## config.mk

```make
export PLATFORM = sky130hd
export DESIGN_NAME = gan_pixel_streamer
export DESIGN_NICKNAME = d
export VERILOG_FILES = /design/src/rtl/gan_pkg.sv /design/src/rtl/pixel_threshold.sv /design/src/rtl/gan_pixel_streamer.sv
export SDC_FILE = /design/constraint.sdc
export NUM_CORES = 1
export LEC_CHECK = 0
export ABC_CLOCK_PERIOD_IN_PS = 2700
export CORE_ASPECT_RATIO = 1.2
export CORE_MARGIN = 3
export CORE_UTILIZATION = 30
export CTS_BUF_LIST = sky130_fd_sc_hd__clkbuf_8
export CTS_CLUSTER_DIAMETER = 30
export DETAILED_ROUTE_END_ITERATION = 7
export PLACE_DENSITY = 0.51
export RECOVER_POWER = 50
export SYNTH_ARGS = -nofsm -noshare
export SYNTH_HDL_FRONTEND = slang
export SYNTH_SLANG_ARGS = --single-unit
export TNS_END_PERCENT = 1
```

## constraint.sdc

```tcl
create_clock -name clk -period 2.7 [get_ports clk]
set_input_delay 0.27 -clock clk [delete_from_list [all_inputs] [get_ports clk]]
set_output_delay 0.27 -clock clk [all_outputs]
set_load 0.01 [all_outputs]
```

## src/rtl/gan_pkg.sv

```systemverilog
// Shared definitions for the GAN pixel streamer: pixel width default,
// Q8.24 fixed-point constants, frame geometry and the FSM state type.
package gan_pkg;

    localparam int WIDTH_DEFAULT = 32;
    localparam int PIX_COUNT     = 9;

    // Index of the final pixel in a frame (3x3, row-major).
    localparam logic [3:0] LAST_INDEX = 4'(PIX_COUNT - 1);

    // Q8.24 signed fixed-point constants.
    localparam logic signed [WIDTH_DEFAULT-1:0] Q_ZERO = 32'sh0000_0000;
    localparam logic signed [WIDTH_DEFAULT-1:0] Q_HALF = 32'sh0080_0000;
    localparam logic signed [WIDTH_DEFAULT-1:0] Q_ONE  = 32'sh0100_0000;

    typedef enum logic {
        IDLE   = 1'b0,
        STREAM = 1'b1
    } state_t;

endpackage

```

## src/rtl/pixel_threshold.sv

```systemverilog
// Binarizes one Q8.24 pixel: values at or above one half become one,
// everything else becomes zero. Only compiled when PIXEL_THRESHOLD_EN
// is defined, since only that build instantiates it.
`ifdef PIXEL_THRESHOLD_EN
module pixel_threshold
    import gan_pkg::*;
#(
    parameter int WIDTH = WIDTH_DEFAULT
) (
    input  logic signed [WIDTH-1:0] pixel,
    output logic signed [WIDTH-1:0] binarized
);

    localparam logic signed [WIDTH-1:0] HALF = WIDTH'(Q_HALF);
    localparam logic signed [WIDTH-1:0] ONE  = WIDTH'(Q_ONE);
    localparam logic signed [WIDTH-1:0] ZERO = WIDTH'(Q_ZERO);

    // Signed compare so negative pixels always map to zero.
    assign binarized = (pixel >= HALF) ? ONE : ZERO;

endmodule
`endif

```

## src/rtl/gan_pixel_streamer.sv

```systemverilog
// Captures a 3x3 generator frame on a ready/valid request and streams the
// nine pixels row-major over a registered valid/ready master port.
// Build option: define PIXEL_THRESHOLD_EN to binarize pixels at capture;
// the handshake and timing are identical in both builds.
module gan_pixel_streamer
    import gan_pkg::*;
#(
    parameter int WIDTH = WIDTH_DEFAULT
) (
    input  logic                    clk,
    input  logic                    rst,
    input  logic signed [WIDTH-1:0] pixel_1x1,
    input  logic signed [WIDTH-1:0] pixel_1x2,
    input  logic signed [WIDTH-1:0] pixel_1x3,
    input  logic signed [WIDTH-1:0] pixel_2x1,
    input  logic signed [WIDTH-1:0] pixel_2x2,
    input  logic signed [WIDTH-1:0] pixel_2x3,
    input  logic signed [WIDTH-1:0] pixel_3x1,
    input  logic signed [WIDTH-1:0] pixel_3x2,
    input  logic signed [WIDTH-1:0] pixel_3x3,
    input  logic                    cap_valid,
    output logic                    cap_ready,
    output logic signed [WIDTH-1:0] m_data,
    output logic                    m_valid,
    input  logic                    m_ready,
    output logic [3:0]              m_index,
    output logic                    m_first,
    output logic                    m_last,
    output logic [15:0]             frame_count
);

    logic signed [WIDTH-1:0] raw_pix [PIX_COUNT];
    logic signed [WIDTH-1:0] cap_pix [PIX_COUNT];
    logic signed [WIDTH-1:0] pix_buf [PIX_COUNT];

    state_t     state, state_next;
    logic       capture;
    logic       xfer;
    logic       last_xfer;
    logic [3:0] next_index;

    assign raw_pix = '{pixel_1x1, pixel_1x2, pixel_1x3,
                       pixel_2x1, pixel_2x2, pixel_2x3,
                       pixel_3x1, pixel_3x2, pixel_3x3};

`ifdef PIXEL_THRESHOLD_EN
    for (genvar g = 0; g < PIX_COUNT; g++) begin : g_thr
        pixel_threshold #(.WIDTH(WIDTH)) u_thr (
            .pixel     (raw_pix[g]),
            .binarized (cap_pix[g])
        );
    end
`else
    assign cap_pix = raw_pix;
`endif

    assign next_index = m_index + 4'd1;

    // Next-state decode: capture in IDLE, return to IDLE after the last beat.
    always_comb begin
        // NOTE: every signal gets a default first so no path leaves it unassigned (no latch).
        state_next = state;
        capture    = 1'b0;
        xfer       = 1'b0;
        last_xfer  = 1'b0;
        case (state)
            IDLE: begin
                if (cap_valid && cap_ready) begin
                    capture    = 1'b1;
                    state_next = STREAM;
                end
            end
            STREAM: begin
                xfer      = m_valid && m_ready;
                last_xfer = xfer && (m_index == LAST_INDEX);
                if (last_xfer) begin
                    state_next = IDLE;
                end
            end
            default: state_next = IDLE;
        endcase
    end

    // State register.
    always_ff @(posedge clk or negedge rst) begin
        // NOTE: sequential state uses non-blocking assignments so all registers update together.
        if (!rst) begin
            state <= IDLE;
        end else begin
            state <= state_next;
        end
    end

    // Frame buffer and registered stream outputs.
    always_ff @(posedge clk or negedge rst) begin
        if (!rst) begin
            // NOTE: the buffer is cleared in reset so no stale frame survives; this forces it into flops, not RAM.
            for (int i = 0; i < PIX_COUNT; i++) begin
                pix_buf[i] <= '0;
            end
            cap_ready   <= 1'b0;
            m_valid     <= 1'b0;
            m_data      <= '0;
            m_index     <= '0;
            m_first     <= 1'b0;
            m_last      <= 1'b0;
            frame_count <= '0;
        end else if (capture) begin
            pix_buf   <= cap_pix;
            cap_ready <= 1'b0;
            m_valid   <= 1'b1;
            m_data    <= cap_pix[0];
            m_index   <= '0;
            m_first   <= 1'b1;
            m_last    <= 1'b0;
        end else if (state == IDLE) begin
            // First edge after reset release (or idle hold) opens the capture port.
            cap_ready <= 1'b1;
        end else if (last_xfer) begin
            m_valid     <= 1'b0;
            cap_ready   <= 1'b1;
            m_first     <= 1'b0;
            m_last      <= 1'b0;
            frame_count <= frame_count + 16'd1;
        end else if (xfer) begin
            m_index <= next_index;
            m_data  <= pix_buf[next_index];
            m_first <= 1'b0;
            m_last  <= (next_index == LAST_INDEX);
        end
    end

endmodule

```

==> impl_metrics.ini, run 1 <==
[logic_synthesis]
syn_inst = 1729
async_flop_share = 1.00
syn-cell-area_mm2 = 0.0155
synthXorXnorAreaFrac = 0.0107
synthAdderAreaFrac = 0.00323
ys_seq_elements = 345
synth_mux_area_frac = 0.0840
synth.distinct_cells = 33
synth_top_area_frac = 0.556
yosys_warnings = 0
synth_compound_area_frac = 0.0673
ys_seq_area_frac = 0.556
synth.area.top_cells = dfrtp_1, nand2_1, mux2i_1
synth_nets = 2025
synth_edf_count = 0
synth_top_family_by_area = simple AND/OR/NAND/NOR gates
synth_top_cell_by_area = dfrtp_1
synth.avg_cell_area_um2 = 8.97
synth-simple-area-share = 0.245
synthFlopType = dfrtp_1

[drt]
viasPerCell = 4.75
drc = 0
dr.pass1.iters = 5
vias = 13400
wl_per_cell_um = 19.2
ant_nets = 0
wl_mm = 54.0
first_iter_violations = 872

[floorplanning]
start_util = 0.306
die_h_um = 255
die-area_mm2 = 0.0545
io_pins = 348
fp.dieW_um = 214
coreArea_mm2 = 0.0507
fp-row-count = 90

[critical_path]
r2r-end = m_data[24]$_DFFE_PN0P_
required_ns = 3.25
crit_arrival_ns = 3.04
crit_end = m_data[24]$_DFFE_PN0P_
crit_path_end_kind = register
ff2ff_path_depth = 8
worstSetupPathType = reg2reg
startpoint_type = register
crit_start = m_index[0]$_DFFE_PN0P_
rr_startpoint = m_index[0]$_DFFE_PN0P_
ff2ff_setup_slack_ns = 0.21
path_max_fanout = 15

[power]
peakVddDrop_mv = 0.621
p_per_area_mw_per_mm2 = 1270
static-leakage-power_nw = 10.8
total_power_w = 0.0280

[timing]
finalCritPeriodShare = 0.921
maxSlewViolCount = 66
hold_viol = 0
timing.fmax_ghz = 0.402
hold_ws_ns = 0.162
finalCriticalPeriod_ns = 2.49
tightestPinTransition_ns = 1.85
setup_viol = 0
rsz0062_at_grt = no
relSlewSlack = -0.232
tns_ns = 0
skew_ns = 0.0226

[clock_network]
path_clk_slew_ns = 0.06
htree_levels = 3
cts_made_buffers = 84
clockBufferDepth = 3
clk_latency_ns = 0.64
cts_root_buffer = clkbuf_8
cts_tree = yes
cts_sinks = 345

[cells_and_area]
area_growth_pct = 42.0
drive_gt1_frac = 0.0996
final_util = 0.435
nNetsFinal = 2394
fillCellCount = 4999

[status]
outcome = finished with violations
violations = max-capacitance violations, max-slew violations

[global_routing]
antenna_found_initial = 6
grt_overflow_total = 0
track_usage = 0.196
grt_pass1_wl_mm = 81.6
first_global_vias = 13900
grt_max_degree = 90

[run]
cap_violations = 1

[placement]
io_buffers = 347
dp_hpwl_mm = 38.2
routabilityCongestion = 0.848

[worst_hold_path]
min_path_type = in2reg
cell usage after synthesis, types with 2 or more instances:
master and n:
o21ai_0 2, and3_1 10, buf_2 39, mux2i_1 129
nand2_1 876, buf_4 3, buf_6 4, ha_1 4
clkbuf_1 64, dfrtp_1 345, xor2_1 7, nand3_1 39
a21oi_1 2, a31oi_1 31, inv_1 5, and4_1 2
nand4_1 6, a22oi_1 85, nor2_1 42, a22oi_2 10
xnor2_1 12
power by group:
part / total (W) / switching (W) / internal [W] / leakage, nW
clock network: 0.00750 / 0.00268 / 0.00482 / 1.09
registers: 0.00942 / 0.00166 / 0.00776 / 4.30
logic: 0.0111 / 0.00614 / 0.00494 / 5.41
total: 0.0280 / 0.0105 / 0.0175 / 10.8
cells by family (layout without fill, tap and decap cells):
| family | after synthesis | after routing |
|---|---|---|
| other | 0 | 5 |
| adders and majority gates | 4 | 4 |
| DFF | 345 | 345 |
| and+or+nand+nor | 978 | 978 |
| xor gates and xnor gates | 19 | 19 |
| muxes | 130 | 130 |
| buffers and inverters | 116 | 556 |
| AOI/OAI and AO/OA | 137 | 137 |
state kept, by name, indices dropped and copies added, names as in the netlist:
| signal | count |
|---|---|
| cap_ready | 1 |
| frame_count | 16 |
| m_valid | 1 |
| m_last | 1 |
| m_first | 1 |
| m_data | 32 |
| m_index | 4 |
| state | 1 |
| pix_buf | 288 |
worst min-delay path by stage:
stage               slack (ns)  cells after the start     startpoint                        to
finish                    0.16                      3  pixel_2x2[13]  pix_buf[141]$_DFFE_PN0P_
global route              0.13                      3  pixel_2x2[13]  pix_buf[141]$_DFFE_PN0P_
CTS                       0.09                      3  pixel_3x1[24]   pix_buf[88]$_DFFE_PN0P_
floorplan                -0.03                      0            rst     cap_ready$_DFFE_PN0P_
global placement          0.27                      1            rst   pix_buf[33]$_DFFE_PN0P_
detailed placement        0.29                      1            rst   pix_buf[33]$_DFFE_PN0P_
per-stage QoR:
stage / setup WS, ns / instance area [µm²] / std cells
2_1_floorplan: 0.625 / 15500 / 1729
3_3_place_gp: 0.295 / 20000 / 2655
3_5_place_dp: 0.235 / 20000 / 2655
4_1_cts: 0.211 / 22100 / 2813
5_1_grt: 0.0422 / 22000 / 2818
6_report: 0.213 / 22000 / 2818
cell type report:
| class | instances | area (µm²) | area share |
|---|---|---|---|
| multi-input combinational | 1268 | 6430 | 0.292 |
| sequential | 345 | 8630 | 0.392 |
| antenna | 5 | 12.5 | 0.000568 |
| tap | 644 | 806 | 0.0366 |
| inverter | 6 | 22.5 | 0.00102 |
| timing repair buffer | 393 | 4060 | 0.184 |
| clock inverter | 44 | 519 | 0.0236 |
| clock buffer | 113 | 1560 | 0.0706 |
worst max-delay path, stage by stage (launching register included):
cell     delay [ns]
dfrtp_1        0.43
ha_1           0.30
xnor2_1        0.45
nor2_4         0.16
buf_12         0.19
buf_4          0.16
a22oi_1        0.40
nand3_1        0.13
a31oi_1        0.18
routing by layer:
| layer | wire, µm | vias to the layer above | share of wire | GRT usage |
|---|---|---|---|---|
| met2 | 24900 | 444 | 0.46 | 0.302 |
| met5 | 13 | - | 0.00024 | 0 |
| met1 | 24700 | 6454 | 0.46 | 0.274 |
| met4 | 1300 | 2 | 0.024 | 0.0735 |
| met3 | 3140 | 83 | 0.058 | 0.0391 |
| li1 | - | 6402 | - | - |
cell usage in the layout (no fill, tap or decap), types with 13 or more instances in the layout:
| cell | count |
|---|---|
| nand2_1 | 876 |
| clkbuf_8 | 113 |
| a31oi_1 | 31 |
| dfrtp_1 | 345 |
| nor2_1 | 37 |
| clkdlybuf4s50_1 | 346 |
| mux2i_1 | 129 |
| buf_12 | 20 |
| buf_4 | 18 |
| a22oi_1 | 85 |
| clkinv_2 | 14 |
| inv_1 | 13 |
| nand3_1 | 38 |
timing repair:
| action | CTS | global route |
|---|---|---|
| hold buffers | 1 | 0 |
| hold endpoints to repair | 60 | 0 |
| resized for setup | 0 | 0 |
| setup buffers | 0 | 0 |
(Power assumes the default switching activity.)
==> run 2: changes to the inputs <==
SYNTH_HIERARCHICAL = 1   (was unset)
==> results of run 2 <==
No change in the layout: final DEF, timing and power equal those of run 1.
Main changes from that run: Yosys warning count 0 -> 6
==> run 3: changes to the inputs <==
SKIP_CTS_REPAIR_TIMING = 1   (was unset)
==> impl_metrics.ini, run 3 <==
[critical_path]
required_ns = 3.25
startpoint_type = register
crit_arrival_ns = 3.04
path_max_fanout = 15
worstSetupPathType = reg2reg
crit_path_end_kind = register

[power]
static-leakage-power_nw = 10.8
total_power_w = 0.0280
peakVddDrop_mv = 0.621
p_per_area_mw_per_mm2 = 1270

[clock_network]
cts_tree = yes
path_clk_slew_ns = 0.06
clk_latency_ns = 0.64
htree_levels = 3
cts_made_buffers = 84
cts_root_buffer = clkbuf_8
clockBufferDepth = 3
cts_sinks = 345

[floorplanning]
die_h_um = 255
start_util = 0.306
die-area_mm2 = 0.0545
coreArea_mm2 = 0.0507
io_pins = 348
fp.dieW_um = 214
fp-row-count = 90

[timing]
skew_ns = 0.0226
tightestPinTransition_ns = 1.85
setup_viol = 0
rsz0062_at_grt = no
hold_ws_ns = 0.162
maxSlewViolCount = 66
tns_ns = 0
finalCritPeriodShare = 0.921
timing.fmax_ghz = 0.402
relSlewSlack = -0.233
finalCriticalPeriod_ns = 2.49
setup_slack_ns = 0.213
hold_viol = 0

[cells_and_area]
reg_top3 = pix_buf: 288 flops, m_data: 32 flops, frame_count: 16 flops
largest_reg_flops = 288
fillCellCount = 4999
stdcell_area_mm2 = 0.0220
nNetsFinal = 2394
final_cell_mix = nand2_1, clkdlybuf4s50_1, dfrtp_1, mux2i_1, clkbuf_8
largest_register = pix_buf
multi_input_area_mm2 = 0.00643
regArea_mm2 = 0.00863
area_growth_pct = 42.0
final_common_cell = nand2_1
drive_gt1_frac = 0.0996

[logic_synthesis]
synth_nets = 2025
synthFlopType = dfrtp_1
synth.avg_cell_area_um2 = 8.97
synth_top_cell_by_area = dfrtp_1
yosysMostFrequentCell = nand2_1
syn-cell-area_mm2 = 0.0155
synth.distinct_cells = 33
yosys_warnings = 6
ys_seq_elements = 345
syn_inst = 1729
synth.area.top_cells = dfrtp_1, nand2_1, mux2i_1
synth_edf_count = 0
async_flop_share = 1.00
ys_seq_area_frac = 0.556
synth_commonest_cells = nand2_1, dfrtp_1, mux2i_1
synth_top_area_frac = 0.556

[drt]
first_iter_violations = 872
vias = 13400
ant_nets = 0
viasPerCell = 4.75
drc = 0
wl_per_cell_um = 19.2
wl_mm = 54.0
dr.pass1.iters = 5

[status]
outcome = finished with violations
violations = max-capacitance violations, max-slew violations

[placement]
dp_hpwl_mm = 38.2
dpl_worst_slack_ns = 0.235
placed_cell_area_mm2 = 0.0200
io_buffers = 347
routabilityCongestion = 0.848

[run]
cap_violations = 1

[global_routing]
first_global_vias = 13900
grt_overflow_total = 0
grt_pass1_wl_mm = 81.6
antenna_found_initial = 6
grt_max_degree = 90
track_usage = 0.196

[worst_hold_path]
min_path_type = in2reg
run 3: path summary, 6_finish.rpt:
| check | cells after the start | startpoint | slack [ns] | to |
|---|---|---|---|---|
| setup / recovery | 8 | m_index[0]$_DFFE_PN0P_ | 0.21 | m_data[24]$_DFFE_PN0P_ |
| hold / removal | 3 | pixel_2x2[13] | 0.16 | pix_buf[141]$_DFFE_PN0P_ |
| setup reg to reg | 8 | m_index[0]$_DFFE_PN0P_ | 0.21 | m_data[24]$_DFFE_PN0P_ |
| hold reg to reg | 2 | pix_buf[133]$_DFFE_PN0P_ | 0.47 | pix_buf[133]$_DFFE_PN0P_ |
| max in group asynchronous | 3 | rst | 0.51 | pix_buf[119]$_DFFE_PN0P_ |
| min in group asynchronous | 2 | rst | 0.69 | pix_buf[130]$_DFFE_PN0P_ |
run 3: logic make-up after synthesis:
kind of cell | synth area share
AND/OR/NAND/NOR | 0.245
flip-flops | 0.556
AO/OA/AOI/OAI | 0.0673
multiplexers | 0.0840
buffers and inverters | 0.0339
XOR/XNOR | 0.0107
adder cells (fa/ha/maj) | 0.00323
run 3: through the flow:
step	cells	utilization
floorplan	1729	-
global placement	2655	0.394
detailed placement	2655	0.394
CTS	2812	0.435
global route	2818	0.435
finish	2818	0.435
run 3: worst max-delay path, cell delays in order (launching register included):
cell and delay [ns]:
dfrtp_1 0.43, ha_1 0.30, xnor2_1 0.45, nor2_4 0.16
buf_12 0.19, buf_4 0.16, a22oi_1 0.40, nand3_1 0.13
a31oi_1 0.18
run 3: power by group:
| part | switching [W] | internal, W | leakage (nW) | total (W) |
|---|---|---|---|---|
| logic | 0.00614 | 0.00494 | 5.41 | 0.0111 |
| clock network | 0.00268 | 0.00482 | 1.09 | 0.00750 |
| registers | 0.00166 | 0.00776 | 4.30 | 0.00942 |
run 3: layer usage:
layer  vias to the layer above  share of wire  GRT usage
met3                        83          0.058     0.0391
li1                       6402              -          -
met1                      6454           0.46      0.274
met5                         -        0.00024          0
met4                         2          0.024     0.0735
met2                       444           0.46      0.302
run 3: final cells by class:
cell class,instances,share of cell area
Sequential cell,345,0.392
Multi-Input combinational cell,1268,0.292
Timing Repair Buffer,393,0.184
Clock buffer,113,0.0706
Tap cell,644,0.0366
Clock inverter,44,0.0236
Inverter,6,0.00102
Antenna cell,5,0.000568
==> RTL edit 1, RTL diff (config.mk and constraints of run 1) <==
The package constant `WIDTH_DEFAULT` goes from 32 to 40.
--- a/src/rtl/gan_pkg.sv
+++ b/src/rtl/gan_pkg.sv
@@ -3,5 +3,5 @@
 package gan_pkg;
 
-    localparam int WIDTH_DEFAULT = 32;
+    localparam int WIDTH_DEFAULT = 40;
     localparam int PIX_COUNT     = 9;
 
Ports: changed (10 resized); port bits go from 348 to 428. No check against the original RTL was run, so the function may have changed too.
==> RTL edit 1 against run 1 <==
- the flow still finishes with violations (capacitance limit, slew limit)
- clock power up 9.3%
- design area increased by 22%
- synthesized area rose by 22%
- first-iteration DRC count is 29% higher
- setup slack worse by 0.12 ns
- via count up 23%
- sequential cell count increased by 80
- power grew 22%
- critical endpoint is now m_data[14]
- critical path type unchanged
- clock skew fell by 0.0062 ns
- routed wire length rose by 28%
==> RTL edit 1: results (changes against run 1) <==
sequential share of the synthesized area - 0.560 (+0.00350)
Max Cap Viol - 2 (+1)
CTS buffer count - 101 (+20%)
mean post-synth cell area - 8.90 um^2 (-0.81%)
Placer Congestion - 0.815 (-3.9%)
number of hold buffers added after cts - 1 (unchanged)
crit path max fanout - 36 (+21)
reg-to-reg critical path endpoint - m_data[14]
internal reg-to-reg setup slack - 0.09 ns (-0.12 ns)
top flop regs - pix_buf (360), m_data (40), frame_count (16)
Post-Place Cells - 3313 (+25%)
largest net degree at the start of global routing - 166 (+84%)
critical path arrival - 3.09 ns (+0.05 ns)
reg2reg path depth - 9 (+1)
count of input and output buffers - 427 (+23%)
layout cell share with drive strength beyond 1 - 0.103 (+0.00294)
Total GRT Usage - 0.203 (+0.00725)
1st-iter DRT viols - 1128 (+29%)
DR vias - 16500 (+23%)
DRT Wirelength - 69000 um (+28%)
fin. max-slew vios - 199 (+200%)
PostCTS Resize Cnt - 1 (+1)
Area contributors post-synth - dfrtp_1 (56%), nand2_1 (23%), mux2i_1 (8.3%)
Post-CTS Setup Bufs - 0 (unchanged)
hpwl dp - 48800 um (+28%)
Nets - 2976 (+24%)
hold path start - pixel_2x3[27]
Area after DPL - 24500 um^2 (+23%)
run status - complete, but fails checks
Commonest cells post-synth - nand2_1 (1149), dfrtp_1 (425), mux2i_1 (157)
Setup Skew - 0.0164 ns (-0.00625 ns)
number of global-route vias before repair - 17900 (+29%)
Clk Latency, worst-skew pair - 0.66 ns (+0.02 ns)
CTS Root Cell - clkbuf_8
ys async rst share - 1.00 (unchanged)
Leak - 13.2 nW (+22%)
first-pass GRT wire length - 104000 um (+27%)
post-synth cell types - 35 (+6.1%)
Net Count, Synth - 2502 (+24%)
Min-Delay Endpoint - pix_buf[147]
relative slew slack - -0.108 (+0.124)
failing checks - capacitance limit, slew limit
peak supply drop - 0.594 mV (-4.2%)
initial antenna violation count - 11 (+5)
post-route insts no fill - 3516 (+25%)
-- RTL edit 1: per-stage QoR --
step	total power, mW	hold slack, ns	setup slack (ns)
after floorplan	19.6	-0.0256	0.583
after global placement	25.9	0.261	-0.0710
after detailed placement	26.1	0.264	-0.0573
after CTS	34.6	0.0490	0.0131
after global routing	36.6	0.0916	-0.0234
final	34.1	0.136	0.0936
-- RTL edit 1: kinds of logic (layout without fill, tap and decap cells) --
logic type,after synthesis,after routing,synth area share
and+or+nand+nor,1262,1263,0.255
DFF,425,425,0.560
muxes,159,159,0.0851
buffers and inverters,138,695,0.0319
AOI/OAI and AO/OA,127,127,0.0564
xor gates and xnor gates,19,19,0.00876
adders and majority gates,4,4,0.00264
other,0,8,0
-- RTL edit 1: critical path, cell delays in order, from the launching register on --
cell and delay, ns:
dfrtp_1 0.37, ha_1 0.23, xnor2_1 0.15, buf_4 0.18, nor2_4 0.78, buf_6 0.21, a22oi_1 0.13, buf_4 0.18
nand3_1 0.07, a41oi_1 0.12
-- RTL edit 1: layout make-up --
type                    instances  area, um^2
fillers                      6242       35500
flip-flops and latches        425       10600
multi-input cells            1572        7840
repair buffers                503        5040
clock buffers                 128        1760
well taps                     816        1020
clock inverters                59         503
diodes                          8        20.0
inverters                       5        18.8
-- RTL edit 1: power by group --
| part | internal, mW | switching, mW | total (mW) | leakage [nW] |
|---|---|---|---|---|
| sequential | 9.52 | 1.90 | 11.4 | 5.30 |
| combinational | 6.59 | 7.91 | 14.5 | 6.64 |
| clock | 4.98 | 3.22 | 8.20 | 1.22 |
-- RTL edit 1: layer usage --
layer	up-vias	wire [um]	part of all wire	global-route usage
met5	-	37	0.00054	0
li1	7874	-	-	-
met2	471	36700	0.53	0.371
met4	6	2540	0.037	0.0919
met3	128	3310	0.048	0.0362
met1	8023	26400	0.38	0.233
==> RTL edit 2, RTL diff (settings of run 1) <==
Without the edit above. Make the reset (`rst`) synchronous in 2 clocked blocks.
--- a/src/rtl/gan_pixel_streamer.sv
+++ b/src/rtl/gan_pixel_streamer.sv
@@ -83,5 +83,5 @@
 
     // State register.
-    always_ff @(posedge clk or negedge rst) begin
+    always_ff @(posedge clk) begin
         // NOTE: sequential state uses non-blocking assignments so all registers update together.
         if (!rst) begin
@@ -93,5 +93,5 @@
 
     // Frame buffer and registered stream outputs.
-    always_ff @(posedge clk or negedge rst) begin
+    always_ff @(posedge clk) begin
         if (!rst) begin
             // NOTE: the buffer is cleared in reset so no stale frame survives; this forces it into flops, not RAM.
Function: differs if rst is asserted again (counterexample within 4 cycles, from zero or initial values and one cycle with rst low); with rst held inactive, the same outputs for 4 cycles.
==> RTL edit 2 against run 1 <==
- routed wire length fell by 2.8%
- design area fell by 4.5%
- die area fell by 3.8%
- sequential cell count did not move
- critical path depth fell by 3
- setup slack improved by 0.063 ns
- synthesized area fell by 3.9%
- largest cell class is now multi-input combinational cells
- highest routed layer unchanged
Power is not compared: it rests on default switching activity, and its combinational part moved more than twofold at a synthesized area within 25%.
==> RTL edit 2: results (changes against run 1) <==
layout cell share with drive strength beyond 1 - 0.118 (+0.0179)
largest net degree at the start of global routing - 103 (+14%)
1st-iter DRT viols - 805 (-7.7%)
hpwl dp - 36400 um (-4.7%)
dpl ws - 0.332 ns (+0.0976 ns)
relative slew slack - 0.0862 (+0.319)
data required time at the worst endpoint - 3.23 ns (-0.02 ns)
run status - finished, final reports clean
reg2reg path depth - 5 (-3)
Post-Place Cells - 2542 (-4.3%)
Total GRT Usage - 0.196 (-0.000500)
Net Count, Synth - 1970 (-2.7%)
reg-to-reg critical path endpoint - pix_buf[251]
Nets - 2291 (-4.3%)
Area contributors post-synth - dfxtp_1 (46%), nand2_1 (16%), a21boi_0 (15%)
hold path start - pixel_2x3[29]
number of global-route vias before repair - 13400 (-3.4%)
sequential share of the synthesized area - 0.463 (-0.0931)
Min-Delay Endpoint - pix_buf[125]
first-pass GRT wire length - 80300 um (-1.6%)
mean post-synth cell area - 8.90 um^2 (-0.76%)
Main synth FF type - dfxtp_1
Area after DPL - 19100 um^2 (-4.2%)
ys async rst share - 0 (-1.00)
DRT Wirelength - 52500 um (-2.8%)
internal reg-to-reg setup slack - 0.28 ns (+0.06 ns)
RTL edit 2: stage by stage:
| step | util | hold slack [ns] |
|---|---|---|
| final | 0.433 | 0.195 |
| after global routing | 0.433 | 0.168 |
| after CTS | 0.433 | 0.142 |
| after detailed placement | 0.394 | 0.443 |
| after global placement | 0.394 | 0.440 |
| after floorplan | - | 0.415 |
RTL edit 2: power by group through the flow:
| stage | combinational [mW] | sequential [mW] | clock (mW) |
|---|---|---|---|
| 2_1_floorplan | 0.626 | 5.58 | 0 |
| 3_3_place_gp | 1.45 | 5.62 | 0 |
| 3_5_place_dp | 1.47 | 5.62 | 0 |
| 4_1_cts | 1.47 | 5.51 | 7.22 |
| 5_1_grt | 1.58 | 5.54 | 7.49 |
| 6_report | 1.45 | 5.51 | 7.04 |
RTL edit 2: worst max-delay path by stage:
stage | startpoint | endpoint | slack (ns) | cells after the start
after floorplan | m_index[0] | m_data[15] | 0.10 | 10
after global placement | m_index[0] | frame_count[13] | 0.40 | 7
after detailed placement | m_index[0] | m_data[16] | 0.33 | 6
after CTS | m_index[0] | m_data[17] | 0.30 | 6
after global routing | cap_ready | pix_buf[219] | 0.15 | 5
final | cap_ready | pix_buf[251] | 0.28 | 5
RTL edit 2: final cells by class:
type | instances | area [um^2]
fillers | 4766 | 27500
multi-input cells | 1181 | 7490
flip-flops and latches | 345 | 6910
repair buffers | 379 | 3910
clock buffers | 96 | 1320
well taps | 630 | 788
clock inverters | 51 | 588
inverters | 7 | 26.3
diodes | 6 | 15.0
RTL edit 2: cells by family after synthesis:
group / count (synthesis) / share of synthesized area
muxes: 67 / 0.0970
adders and majority gates: 4 / 0.00336
AOI/OAI and AO/OA: 411 / 0.205
buffers and inverters: 148 / 0.0391
DFF: 345 / 0.463
xor gates and xnor gates: 16 / 0.00940
and+or+nand+nor: 683 / 0.183
RTL edit 2: worst max-delay path, cell delays in order (launching register included):
cell	delay, ns
dfxtp_1	0.40
nand2_1	0.13
nor2_4	0.14
clkbuf_1	1.02
nand2_1	0.40
a21boi_0	0.25
RTL edit 2: layer usage:
| metal | track usage | routed length, um |
|---|---|---|
| met4 | 0.0710 | 1130 |
| met3 | 0.0457 | 3270 |
| met5 | 0 | 26 |
| met1 | 0.259 | 23500 |
| met2 | 0.312 | 24600 |
